`src/rtl/fetch_pkg.sv`:
```
// ---------------------------------------------------------------------------
// fetch_pkg : shared sizes and the queue entry type for the fetch queue.
// Revision  : 1.0
// ---------------------------------------------------------------------------
`default_nettype none

package fetch_pkg;

  localparam int FQ_DEPTH = 4;
  localparam int ADDR_W   = 64;
  localparam int INSTR_W  = 32;
  localparam int PC_STEP  = 4;
  localparam int PTR_W    = $clog2(FQ_DEPTH);
  localparam int CNT_W    = PTR_W + 1;

  typedef struct packed {
    logic [ADDR_W-1:0]  pc;
    logic [INSTR_W-1:0] instr;
  } fq_entry_t;

  // Fetch addresses are always word aligned; the low two bits are dropped.
  function automatic logic [ADDR_W-1:0] align_pc(input logic [ADDR_W-1:0] addr);
    return addr & ~ADDR_W'(3);
  endfunction

endpackage

`default_nettype wire

```
`src/rtl/fetch_fifo.sv`:
```
// ---------------------------------------------------------------------------
// fetch_fifo : 4-entry {pc, instr} FIFO with push/pop/clear; empty head reads 0.
// Revision   : 1.0
// ---------------------------------------------------------------------------
`default_nettype none

module fetch_fifo
  import fetch_pkg::*;
(
  input  logic             clk,
  input  logic             reset,
  input  logic             push,
  input  logic             pop,
  input  logic             clear,
  input  fq_entry_t        push_entry,
  output fq_entry_t        head,
  output logic [CNT_W-1:0] count
);

  fq_entry_t        mem_q [FQ_DEPTH];
  fq_entry_t        mem_d [FQ_DEPTH];
  logic [PTR_W-1:0] head_ptr_q, head_ptr_d;
  logic [PTR_W-1:0] tail_ptr_q, tail_ptr_d;
  logic [CNT_W-1:0] count_q, count_d;

  always_comb begin
    mem_d      = mem_q;
    head_ptr_d = head_ptr_q;
    tail_ptr_d = tail_ptr_q;
    count_d    = count_q;
    // A clear drops everything, including an entry popped in the same cycle.
    if (clear) begin
      head_ptr_d = '0;
      tail_ptr_d = '0;
      count_d    = '0;
    end else begin
      if (push) begin
        mem_d[tail_ptr_q] = push_entry;
        tail_ptr_d        = tail_ptr_q + PTR_W'(1);
      end
      if (pop) begin
        head_ptr_d = head_ptr_q + PTR_W'(1);
      end
      case ({push, pop})
        2'b10:   count_d = count_q + CNT_W'(1);
        2'b01:   count_d = count_q - CNT_W'(1);
        default: count_d = count_q;
      endcase
    end
  end

  always_ff @(posedge clk) begin
    if (reset) begin
      mem_q      <= '{default: '0};
      head_ptr_q <= '0;
      tail_ptr_q <= '0;
      count_q    <= '0;
    end else begin
      mem_q      <= mem_d;
      head_ptr_q <= head_ptr_d;
      tail_ptr_q <= tail_ptr_d;
      count_q    <= count_d;
    end
  end

  assign head  = (count_q != '0) ? mem_q[head_ptr_q] : '0;
  assign count = count_q;

endmodule

`default_nettype wire

```
`src/rtl/fetch_queue.sv`:
```
// ---------------------------------------------------------------------------
// fetch_queue : fetch PC register, redirect handling and 4-entry instruction
//               queue. Define FETCH_STATS_EN to add the flush_count port.
// Revision    : 1.0
// ---------------------------------------------------------------------------
`default_nettype none

module fetch_queue
  import fetch_pkg::*;
(
  input  logic               clk,
  input  logic               reset,
  output logic [ADDR_W-1:0]  imem_addr,
  input  logic [INSTR_W-1:0] imem_instr,
  output logic               out_valid,
  output logic [INSTR_W-1:0] out_instr,
  output logic [ADDR_W-1:0]  out_pc,
  input  logic               out_ready,
  input  logic               redirect,
  input  logic [ADDR_W-1:0]  redirect_pc
`ifdef FETCH_STATS_EN
  ,
  output logic [15:0]        flush_count
`endif
);

  logic [ADDR_W-1:0] pc_q, pc_d;
  logic              push;
  logic              pop;
  fq_entry_t         push_entry;
  fq_entry_t         head;
  logic [CNT_W-1:0]  count;

  assign pop  = out_valid & out_ready;
  // A pop frees a slot in the same cycle, so a full queue can still accept.
  assign push = !redirect & ((count < CNT_W'(FQ_DEPTH)) | pop);

  assign push_entry.pc    = pc_q;
  assign push_entry.instr = imem_instr;

  always_comb begin
    pc_d = pc_q;
    if (redirect) begin
      pc_d = align_pc(redirect_pc);
    end else if (push) begin
      pc_d = pc_q + ADDR_W'(PC_STEP);
    end
  end

  always_ff @(posedge clk) begin
    if (reset) begin
      pc_q <= '0;
    end else begin
      pc_q <= pc_d;
    end
  end

  fetch_fifo u_fifo (
    .clk        (clk),
    .reset      (reset),
    .push       (push),
    .pop        (pop),
    .clear      (redirect),
    .push_entry (push_entry),
    .head       (head),
    .count      (count)
  );

  assign imem_addr = pc_q;
  assign out_valid = (count != '0);
  assign out_instr = head.instr;
  assign out_pc    = head.pc;

`ifdef FETCH_STATS_EN
  logic [15:0] flush_count_q, flush_count_d;

  always_comb begin
    flush_count_d = flush_count_q;
    if (redirect && (flush_count_q != 16'hFFFF)) begin
      flush_count_d = flush_count_q + 16'd1;
    end
  end

  always_ff @(posedge clk) begin
    if (reset) begin
      flush_count_q <= '0;
    end else begin
      flush_count_q <= flush_count_d;
    end
  end

  assign flush_count = flush_count_q;
`endif

endmodule

`default_nettype wire

```
`config.mk`:
```
export PLATFORM = sky130hd
export DESIGN_NAME = fetch_queue
export DESIGN_NICKNAME = d
export VERILOG_FILES = /design/src/rtl/fetch_pkg.sv /design/src/rtl/fetch_fifo.sv /design/src/rtl/fetch_queue.sv
export SDC_FILE = /design/constraint.sdc
export NUM_CORES = 1
export LEC_CHECK = 0
export ABC_AREA = 1
export BUFFER_PORTS_ARGS = -buffer_cell sky130_fd_sc_hd__buf_2
export CAP_MARGIN = 10
export CELL_PAD_IN_SITES_DETAIL_PLACEMENT = 0
export CELL_PAD_IN_SITES_GLOBAL_PLACEMENT = 1
export CORE_MARGIN = 5
export CORE_UTILIZATION = 42
export DETAILED_ROUTE_END_ITERATION = 16
export PLACE_DENSITY = 0.77
export SETUP_SLACK_MARGIN = 0.2
export SYNTH_ARGS = -nofsm -noshare
export SYNTH_HDL_FRONTEND = slang
export SYNTH_SLANG_ARGS = --single-unit
```
`constraint.sdc`:
```
create_clock -name clk -period 2.45 [get_ports clk]
set_clock_uncertainty 0.05 [all_clocks]
set_input_delay 0.3675 -clock clk [delete_from_list [all_inputs] [get_ports clk]]
set_output_delay 0.3675 -clock clk [all_outputs]
set_load 0.03 [all_outputs]
```
After elaboration in Yosys (flattened, before gate mapping)
Index checks and enable logic that the tools add are counted.
{ "totals": {"reg_bits": 455, "input_bits": 100} }
{ "op_classes": {"add_sub_neg": 5, "order_cmp": 4, "eq_ne": 2, "n_mux": 10, "bitwise_logic": 6, "n_reduce_logical": 7} }
{ "ops": {"columns": ["operator", "count"], "rows": [
  ["$bwmux 384", 1],
  ["$mux 96", 4],
  ["$bmux 96 s2", 1],
  ["$demux 96 s2", 1],
  ["$mux 64", 2],
  ["$add 64x3->64 const B", 1],
  ["$ge 3x3->1 const B", 2],
  ["$not 2->3", 2],
  ["$pmux 3 s2", 1],
  ["$add 2x1->2 const B", 2],
  ["$reduce_bool 2->1", 2],
  ["$add 3x1->3 const B", 1],
  ["$lt 3x1->1 const B", 1],
  ["$lt 3x3->1 const B", 1],
  ["$reduce_bool 3->1", 1],
  ["$sub 3x1->3 const B", 1],
  ["$and 1x1->1", 2],
  ["$eq 2x1->1 const B", 1],
  ["$eq 2x2->1 const B", 1],
  ["$reduce_and 2->1", 1],
  ["$reduce_or 2->1", 1],
  ["$logic_and 1x1->1", 1],
  ["$logic_not 1->1", 1],
  ["$not 1->1", 1],
  ["$or 1x1->1", 1]
]} }

Longest topological paths before layout
Gate-level depths: netlist (run 1).
{ "logic_depth": {"depth_word": 6, "depth_mapped": 12, "ltp_nobuf": 12} }

Hierarchy
Synthesis (run 1) repeated with hierarchy kept, for this count alone.
{ "hier_totals": {"hier_cells": 3120, "area_unflattened_um2": 22008.6} }
{ "modules_own_cells": {"columns": ["module", "n_inst", "cells_each", "area_per_inst_um2", "seq_area_each_um2"], "rows": [
  ["fetch_fifo", 1, 2364, 17425.5, 7827.5],
  ["fetch_queue", 1, 756, 4583.1, 1241.2]
]} }

Worst setup path before layout (run 1)
OpenSTA, ideal clock, no wires.
{ "synth_path": {"path_kind": "reg-to-output", "from": "register u_fifo.head_ptr_q[0]", "to": "output out_instr[0]", "arrival_time_ns": 1.619, "t_required_ns": 2.033, "setup_slack_ns": 0.413, "stages_incl_launch_ff": 7, "cell_sequence": "dfxtp_1 inv_2 buf_2 buf_2 clkbuf_1 o21ai_0 a21oi_1"} }
{ "synth_between": {"elab_chain_cells": 5} }
{ "synth_lines": {"columns": ["element", "line", "text"], "rows": [
  ["start: declaration", "fetch_fifo.sv:22", "logic [PTR_W-1:0] head_ptr_q, head_ptr_d;"],
  ["start signal: assignment", "fetch_fifo.sv:60", "head_ptr_q <= head_ptr_d;"],
  ["$not 2->3 (implied by the code)", "fetch_fifo.sv:66", "assign head = (count_q != '0) ? mem_q[head_ptr_q] : '0;"],
  ["$bmux 96 s2", "fetch_fifo.sv:66", null],
  ["$mux 96 (implied by the code) (2 in a row)", "fetch_fifo.sv:66", null],
  ["$mux 96", "fetch_fifo.sv:66", null],
  ["end: declaration", "fetch_queue.sv:16", "output logic [INSTR_W-1:0] out_instr,"]
]} }
Every way passes these cells. The select of a mux whose other input is x is not followed.

Final worst setup path (run 1)
{ "layout_path": {"from": "register u_fifo.head_ptr_q[0]", "to": "output out_pc[48]"} }
{ "layout_between": {"elab_chain_cells": 5} }
{ "layout_lines": {"columns": ["element", "line", "text"], "rows": [
  ["$not 2->3 (implied by the code)", "fetch_fifo.sv:66", null],
  ["$bmux 96 s2", "fetch_fifo.sv:66", null],
  ["$mux 96 (implied by the code) (2 in a row)", "fetch_fifo.sv:66", null],
  ["$mux 96", "fetch_fifo.sv:66", null],
  ["end: declaration", "fetch_queue.sv:17", "output logic [ADDR_W-1:0] out_pc,"]
]} }
Every way passes these cells. The select of a mux whose other input is x is not followed.

==> flow_metrics.py, run 1 <==
metrics = {
    "critical_path": {
        "cp_slowest_cell": "dfxtp_4",
        "crit_chain": "buf_4 > buf_16 > a21oi_1 > o21ai_0 > a21oi_1 > buf_4",
        "worst-setup-path-type": "reg -> out",
        "required_ns": 2.03,
        "worstPathArrival_ns": 2.07,
        "crit_fanout": 29,
        "startpoint_type": "register",
        "max_stage_delay_ns": 0.39,
        "cp-end-kind": "output pin",
    },
    "finish": {
        "final_common_cell": "a21oi_1",
        "fin_area_um2": 26090,
        "layout_common_cells": "a21oi_1, dfxtp_1, nand2_1",
        "final_nets": 3267,
        "drive_above_1_share_pct": 18.93,
        "synthToLayoutAreaGrowth_pct": 23.03,
        "stdcell_count": 3881,
    },
    "clocking": {
        "clock_sinks": 445,
        "clk_latency_ns": 0.59,
        "cts_root_buffer": "clkbuf_16",
        "numCtsBuffers": 51,
        "cts_tree": "yes",
        "clkTransAtPathRegs_ns": 0.06,
        "clockBufferDepth": 3,
        "htreeDepth": 2,
    },
    "timing": {
        "fin_ws_ns": -0.04108,
        "rsz0062_at_grt": "true",
        "maxSlewViolCount": 0,
        "whs_ns": 0.03323,
        "fin_crit_sh_pct": 101.7,
        "setup_viol": 10,
        "fmax_mhz": 401.4,
        "min_period_ns": 2.491,
        "timing.slew.headroom_pct": 38.70,
        "tightestPinTransition_ns": 0.9195,
        "finalHoldViolations": 0,
    },
    "outcome": {
        "status": "finished, violations left",
        "violations": "setup timing",
    },
    "detailed_routing": {
        "wl_per_cell_um": 20.65,
        "drt_first_pass_iters": 7,
        "drt_iter0_markers": 1917,
        "antenna_left": 0,
        "vias": 21830,
        "route.detailed.drc": 0,
        "top_layer_used": "met5",
        "finalWirelength_um": 80130,
        "route.met2.wl_um": 37110,
        "met1_length_um": 35340,
        "wl_met3_um": 5225,
        "via_per_inst": 5.625,
    },
    "floorplan": {
        "start_util_pct": 42.36,
        "die_w_um": 234.7,
        "die_h_um": 234.7,
        "dieArea_um2": 55090,
        "coreArea_um2": 50070,
        "ios": 261,
        "rows": 82,
    },
    "run": {
        "drv_cap": 0,
    },
    "global_route": {
        "grt_use_total_pct": 26.31,
        "grt_overflow": 0,
        "grt_pass1_wl_um": 118400,
        "grt_max_degree": 98,
        "grt_antenna_before_repair": 8,
        "grt_pass1_vias": 20368,
    },
    "power_and_ir_drop": {
        "internal_power_uw": 12960,
        "swShare_pct": 27.13,
        "ir_drop_mv": 0.4779,
        "finalPower_uw": 17790,
        "p_comb_share_pct": 12.2,
        "power_switching_uw": 4825,
        "pwr-share-seq_pct": 43.0,
        "leakagePower_uw": 0.009120,
        "clockPowerShare_pct": 44.8,
        "power.density_nw_per_um2": 681.7,
    },
    "place": {
        "dp_cells": 3749,
        "place_area_um2": 23050,
        "port_buffers": 254,
        "place_congestion": 0.9115,
        "place_ws_ns": 0.3265,
        "hpwl_um": 46110,
    },
    "worst_hold_path": {
        "worstHoldPathType": "in -> reg",
    },
    "logic_synthesis": {
        "synth_warnings": 0,
        "avgSynthCellArea_um2": 7.009,
        "yosys-top-cells-area": "dfxtp_1, a21oi_1, o21ai_0",
        "yosysUniqueCellTypes": 42,
        "ys_ff_latch": 445,
        "synthCells": 3026,
        "synth_area_um2": 21210,
        "synth_top_area_share_pct": 42.00,
        "synth_top_area_cell": "dfxtp_1",
        "ys_seq_area_share_pct": 42.00,
    },
}
-- metal layers --
| layer | vias to the layer above | track usage (%) |
|---|---|---|
| met5 | - | 0 |
| met4 | 2 | 8.954 |
| met3 | 133 | 3.096 |
| met2 | 766 | 43.25 |
| met1 | 10506 | 36.10 |
| li1 | 10423 | - |
-- power by group through the flow --
stage / registers (uW) / logic [uW] / clock network [uW]
after floorplan: 7850 / 1190 / 0
after global placement: 7790 / 1940 / 0
after detailed placement: 7800 / 1970 / 0
after CTS: 7640 / 2080 / 8090
after global routing: 7670 / 2330 / 8370
final: 7640 / 2170 / 7970
-- area by class of cell --
cell class                      instances  area (um^2)
Sequential cell                       445         8919
Tap cell                              672        840.8
Multi-Input combinational cell       2028        10400
Clock inverter                         17        170.2
Timing Repair Buffer                  380         3174
Fill cell                            4994        23970
Clock buffer                           78         1592
Inverter                              254        983.4
Antenna cell                            7        17.52
-- critical path: cells and delay by family (launching register included) --
family / cells / cell delay [ns]
AOI/OAI and AO/OA: 3 / 0.49
buffers and inverters: 3 / 0.58
DFF: 1 / 0.39
-- metrics by stage --
stage                     util [%]  setup TNS (ns)
after floorplan                  -               0
after global placement       46.03               0
after detailed placement     46.03               0
after CTS                    50.79         -0.4431
after global routing         52.08          -2.676
final                        52.12         -0.1670
-- Yosys cell counts --
| library cell | n |
|---|---|
| a21oi_1 | 695 |
| dfxtp_1 | 445 |
| nand2_1 | 431 |
| o21ai_0 | 391 |
| inv_1 | 249 |
| nand3_1 | 230 |
| clkbuf_1 | 136 |
| buf_2 | 112 |
| nor2_1 | 98 |
| a22oi_1 | 31 |
| buf_4 | 23 |
| a31oi_1 | 22 |
| buf_1 | 20 |
| nor2_2 | 20 |
| xnor2_1 | 17 |
| nand2_2 | 13 |
| nand4_1 | 13 |
| xor2_1 | 13 |
| clkbuf_2 | 6 |
| ha_1 | 6 |
| a21oi_2 | 5 |
| nor2_4 | 5 |
| nor3_1 | 5 |
| o211ai_1 | 5 |
| a221oi_1 | 4 |
| nand3b_1 | 4 |
| or2_2 | 4 |
| buf_6 | 3 |
| inv_2 | 3 |
| clkinv_1 | 2 |
| nand3_2 | 2 |
| nor3_2 | 2 |
| o311ai_0 | 2 |
| a21o_1 | 1 |
| a32oi_1 | 1 |
| clkbuf_8 | 1 |
| conb_1 | 1 |
| dlygate4sd1_1 | 1 |
| fa_1 | 1 |
| nand2_4 | 1 |
| o21ai_1 | 1 |
| o21bai_1 | 1 |
-- registers in the layout (all words and copies together), names as in the netlist --
signal	cells
imem_addr	62
u_fifo.head_ptr_q	2
u_fifo.mem_q	376
u_fifo.count	3
u_fifo.tail_ptr_q	2
-- final timing paths --
path	from	end	slack, ns	depth (start not counted)
hold / removal	redirect_pc[13]	imem_addr[13]$_SDFFE_PP0P_	0.03	3
setup / recovery	u_fifo.head_ptr_q[0]$_SDFFE_PP0P_	out_pc[48]	-0.04	6
setup reg to reg	imem_addr[2]$_SDFFE_PP0P_	imem_addr[50]$_SDFFE_PP0P_	0.31	9
hold reg to reg	u_fifo.mem_q[194]$_SDFFE_PP0P_	u_fifo.mem_q[194]$_SDFFE_PP0P_	0.40	2
-- cells by family (layout without fill, tap and decap cells) --
kind of cell	after synthesis	in the layout	synth area share, %
fa+ha+maj	7	7	0.4483
other cells	1	11	0.01768
compound gates	1159	1159	28.14
buf+inv	556	729	11.12
xor+xnor	30	30	1.239
simple gates	828	828	17.03
flops	445	445	42.00
-- repair_timing --
action,4_1_cts,5_1_grt
pin swaps,19,52
setup endpoints to repair,95,97
setup buffers,1,5
endpoints found under the hold margin,8,0
hold buffers,7,0
resized for setup,112,209
cloned,8,9
No activity file was read; power rests on OpenSTA's default activity.
==> run 2: changes to the inputs <==
--- a/config.mk
+++ b/config.mk
@@ -6,13 +6,13 @@
 export NUM_CORES = 1
 export LEC_CHECK = 0
 export ABC_AREA = 1
-export BUFFER_PORTS_ARGS = -buffer_cell sky130_fd_sc_hd__buf_2
 export CAP_MARGIN = 10
 export CELL_PAD_IN_SITES_DETAIL_PLACEMENT = 0
 export CELL_PAD_IN_SITES_GLOBAL_PLACEMENT = 1
 export CORE_MARGIN = 5
-export CORE_UTILIZATION = 42
+export CORE_UTILIZATION = 46
 export DETAILED_ROUTE_END_ITERATION = 16
+export DONT_BUFFER_PORTS = 1
 export PLACE_DENSITY = 0.77
 export SETUP_SLACK_MARGIN = 0.2
 export SYNTH_ARGS = -nofsm -noshare
==> flow_metrics.py, run 2 (synthesized netlist as in run 1, its figures left out) <==
metrics = {
    "outcome": {
        "status": "finished, violations left",
        "violations": "hold timing, setup timing",
    },
    "finish": {
        "final_common_cell": "a21oi_1",
        "largest_reg_flops": 376,
        "synthToLayoutAreaGrowth_pct": 27.69,
        "drive_above_1_share_pct": 14.22,
        "layout_common_cells": "a21oi_1, dfxtp_1, nand2_1",
        "nFillCells": 4223,
        "regMostFlops": "u_fifo.mem_q",
        "final_nets": 3274,
    },
    "power_and_ir_drop": {
        "leakagePower_uw": 0.009572,
        "finalPower_uw": 17930,
        "power.density_nw_per_um2": 662.0,
        "ir_drop_mv": 0.5300,
    },
    "timing": {
        "whs_ns": -0.1825,
        "timing.slew.headroom_pct": 45.90,
        "maxSlewViolCount": 0,
        "fin_ws_ns": -0.06863,
        "setup_viol": 19,
        "fmax_mhz": 397.0,
        "rsz0062_at_grt": "true",
        "fin_crit_sh_pct": 102.8,
        "finalHoldViolations": 119,
        "min_period_ns": 2.519,
        "tightestPinTransition_ns": 0.8115,
        "fin_setup_tns_ns": -0.3850,
    },
    "floorplan": {
        "die_w_um": 224.7,
        "die_h_um": 224.7,
        "dieArea_um2": 50500,
        "ios": 261,
        "coreArea_um2": 45480,
        "start_util_pct": 46.64,
        "rows": 78,
    },
    "place": {
        "hpwl_um": 44950,
        "place_congestion": 0.9406,
        "place_ws_ns": 0.3670,
        "port_buffers": 0,
    },
    "detailed_routing": {
        "drt_iter0_markers": 2412,
        "via_per_inst": 5.904,
        "antenna_left": 0,
        "vias": 22522,
        "drt_first_pass_iters": 8,
        "wl_per_cell_um": 23.07,
        "route.detailed.drc": 0,
        "finalWirelength_um": 88020,
    },
    "critical_path": {
        "required_ns": 2.03,
        "worst-setup-path-type": "reg -> out",
        "cp_slowest_cell": "dfxtp_4",
        "cp.depth": 6,
        "reg2reg_depth": 7,
        "startpoint_type": "register",
        "critPathTopFamily": "buffers and inverters",
        "r2r-start": "u_fifo.tail_ptr_q[0]$_SDFFE_PP0P_",
        "r2r_setup_slack_ns": 0.17,
        "max_stage_delay_ns": 0.52,
        "startpoint": "u_fifo.head_ptr_q[0]$_SDFFE_PP0P_",
        "crit_chain": "inv_12 > buf_12 > buf_16 > o21ai_0 > a21oi_1 > buf_4",
        "cp-end-kind": "output pin",
        "r2r_end": "u_fifo.mem_q[337]$_SDFFE_PP0P_",
        "critPathCapture": "out_instr[22]",
        "worst-path-buf-inv": 4,
        "worstPathArrival_ns": 2.10,
        "crit_fanout": 8,
    },
    "clocking": {
        "clock_sinks": 445,
        "htreeDepth": 2,
        "clk_latency_ns": 0.59,
        "cts_root_buffer": "clkbuf_16",
        "cts_tree": "yes",
        "clkTransAtPathRegs_ns": 0.06,
        "numCtsBuffers": 50,
        "clockBufferDepth": 3,
    },
    "global_route": {
        "grt_most_used_layer": "met2",
        "grt_pass1_vias": 19990,
        "grt_use_met2_pct": 48.26,
        "grt_use_total_pct": 30.53,
        "grt_overflow": 0,
        "met3_usage_pct": 7.035,
        "grt_max_degree": 252,
        "use_met1_pct": 40.40,
        "grt_antenna_before_repair": 9,
        "grt_pass1_wl_um": 121400,
    },
    "worst_hold_path": {
        "worstHoldPathType": "in -> reg",
    },
    "run": {
        "drv_cap": 0,
    },
}
==> run 2: cell type report <==
class | count | area, um^2 | area share [%]
clock inverters | 10 | 128.9 | 0.4759
repair inverters | 1 | 8.758 | 0.03234
well taps | 600 | 750.7 | 2.772
repair buffers | 387 | 4378 | 16.17
diodes | 9 | 22.52 | 0.08316
flip-flops and latches | 445 | 8919 | 32.93
multi-input cells | 2028 | 10280 | 37.96
clock buffers | 81 | 1612 | 5.951
inverters | 254 | 983.4 | 3.631
==> run 2: how the worst min path moves through the flow <==
| stage | cells after the start | slack, ns | end | start |
|---|---|---|---|---|
| 2_1_floorplan | 2 | 0.38 | u_fifo.mem_q[100]$_SDFFE_PP0P_ | u_fifo.mem_q[100]$_SDFFE_PP0P_ |
| 3_3_place_gp | 2 | 0.39 | u_fifo.mem_q[102]$_SDFFE_PP0P_ | u_fifo.mem_q[102]$_SDFFE_PP0P_ |
| 3_5_place_dp | 2 | 0.39 | u_fifo.mem_q[108]$_SDFFE_PP0P_ | u_fifo.mem_q[108]$_SDFFE_PP0P_ |
| 4_1_cts | 1 | -0.19 | u_fifo.mem_q[17]$_SDFFE_PP0P_ | reset |
| 5_1_grt | 1 | -0.20 | u_fifo.mem_q[17]$_SDFFE_PP0P_ | reset |
| 6_report | 1 | -0.18 | u_fifo.mem_q[17]$_SDFFE_PP0P_ | reset |
==> run 2: metrics by stage <==
stage          cell area (um^2)  instances  hold slack [ns]  util (%)
2_1_floorplan             21220       3029           0.3797         -
3_3_place_gp              22410       3522           0.3865     49.27
3_5_place_dp              22410       3522           0.3929     49.27
4_1_cts                   25540       3699          -0.1923     56.17
5_1_grt                   27070       3812          -0.1976     59.53
6_report                  27080       3815          -0.1825     59.55
==> run 2: per-layer routing <==
layer / up-vias / wire length, um
met5: - / 25
met3: 242 / 8373
li1: 10436 / -
met2: 1075 / 39420
met1: 10765 / 36430
met4: 4 / 3771
==> run 2: repair_timing <==
item	4_1_cts	5_1_grt
hold buffers	58	84
resized for setup	80	122
buffers inserted	10	5
cloned	18	18
pin swaps	19	23
hold endpoints to repair	318	230
endpoints found under the setup margin	95	114
==> run 2: report_power, final <==
group          switching [uW]  internal, uW  leakage [uW]
Clock                    3130          4790      0.000865
Sequential                149          7500       0.00362
Combinational            1550           812       0.00509
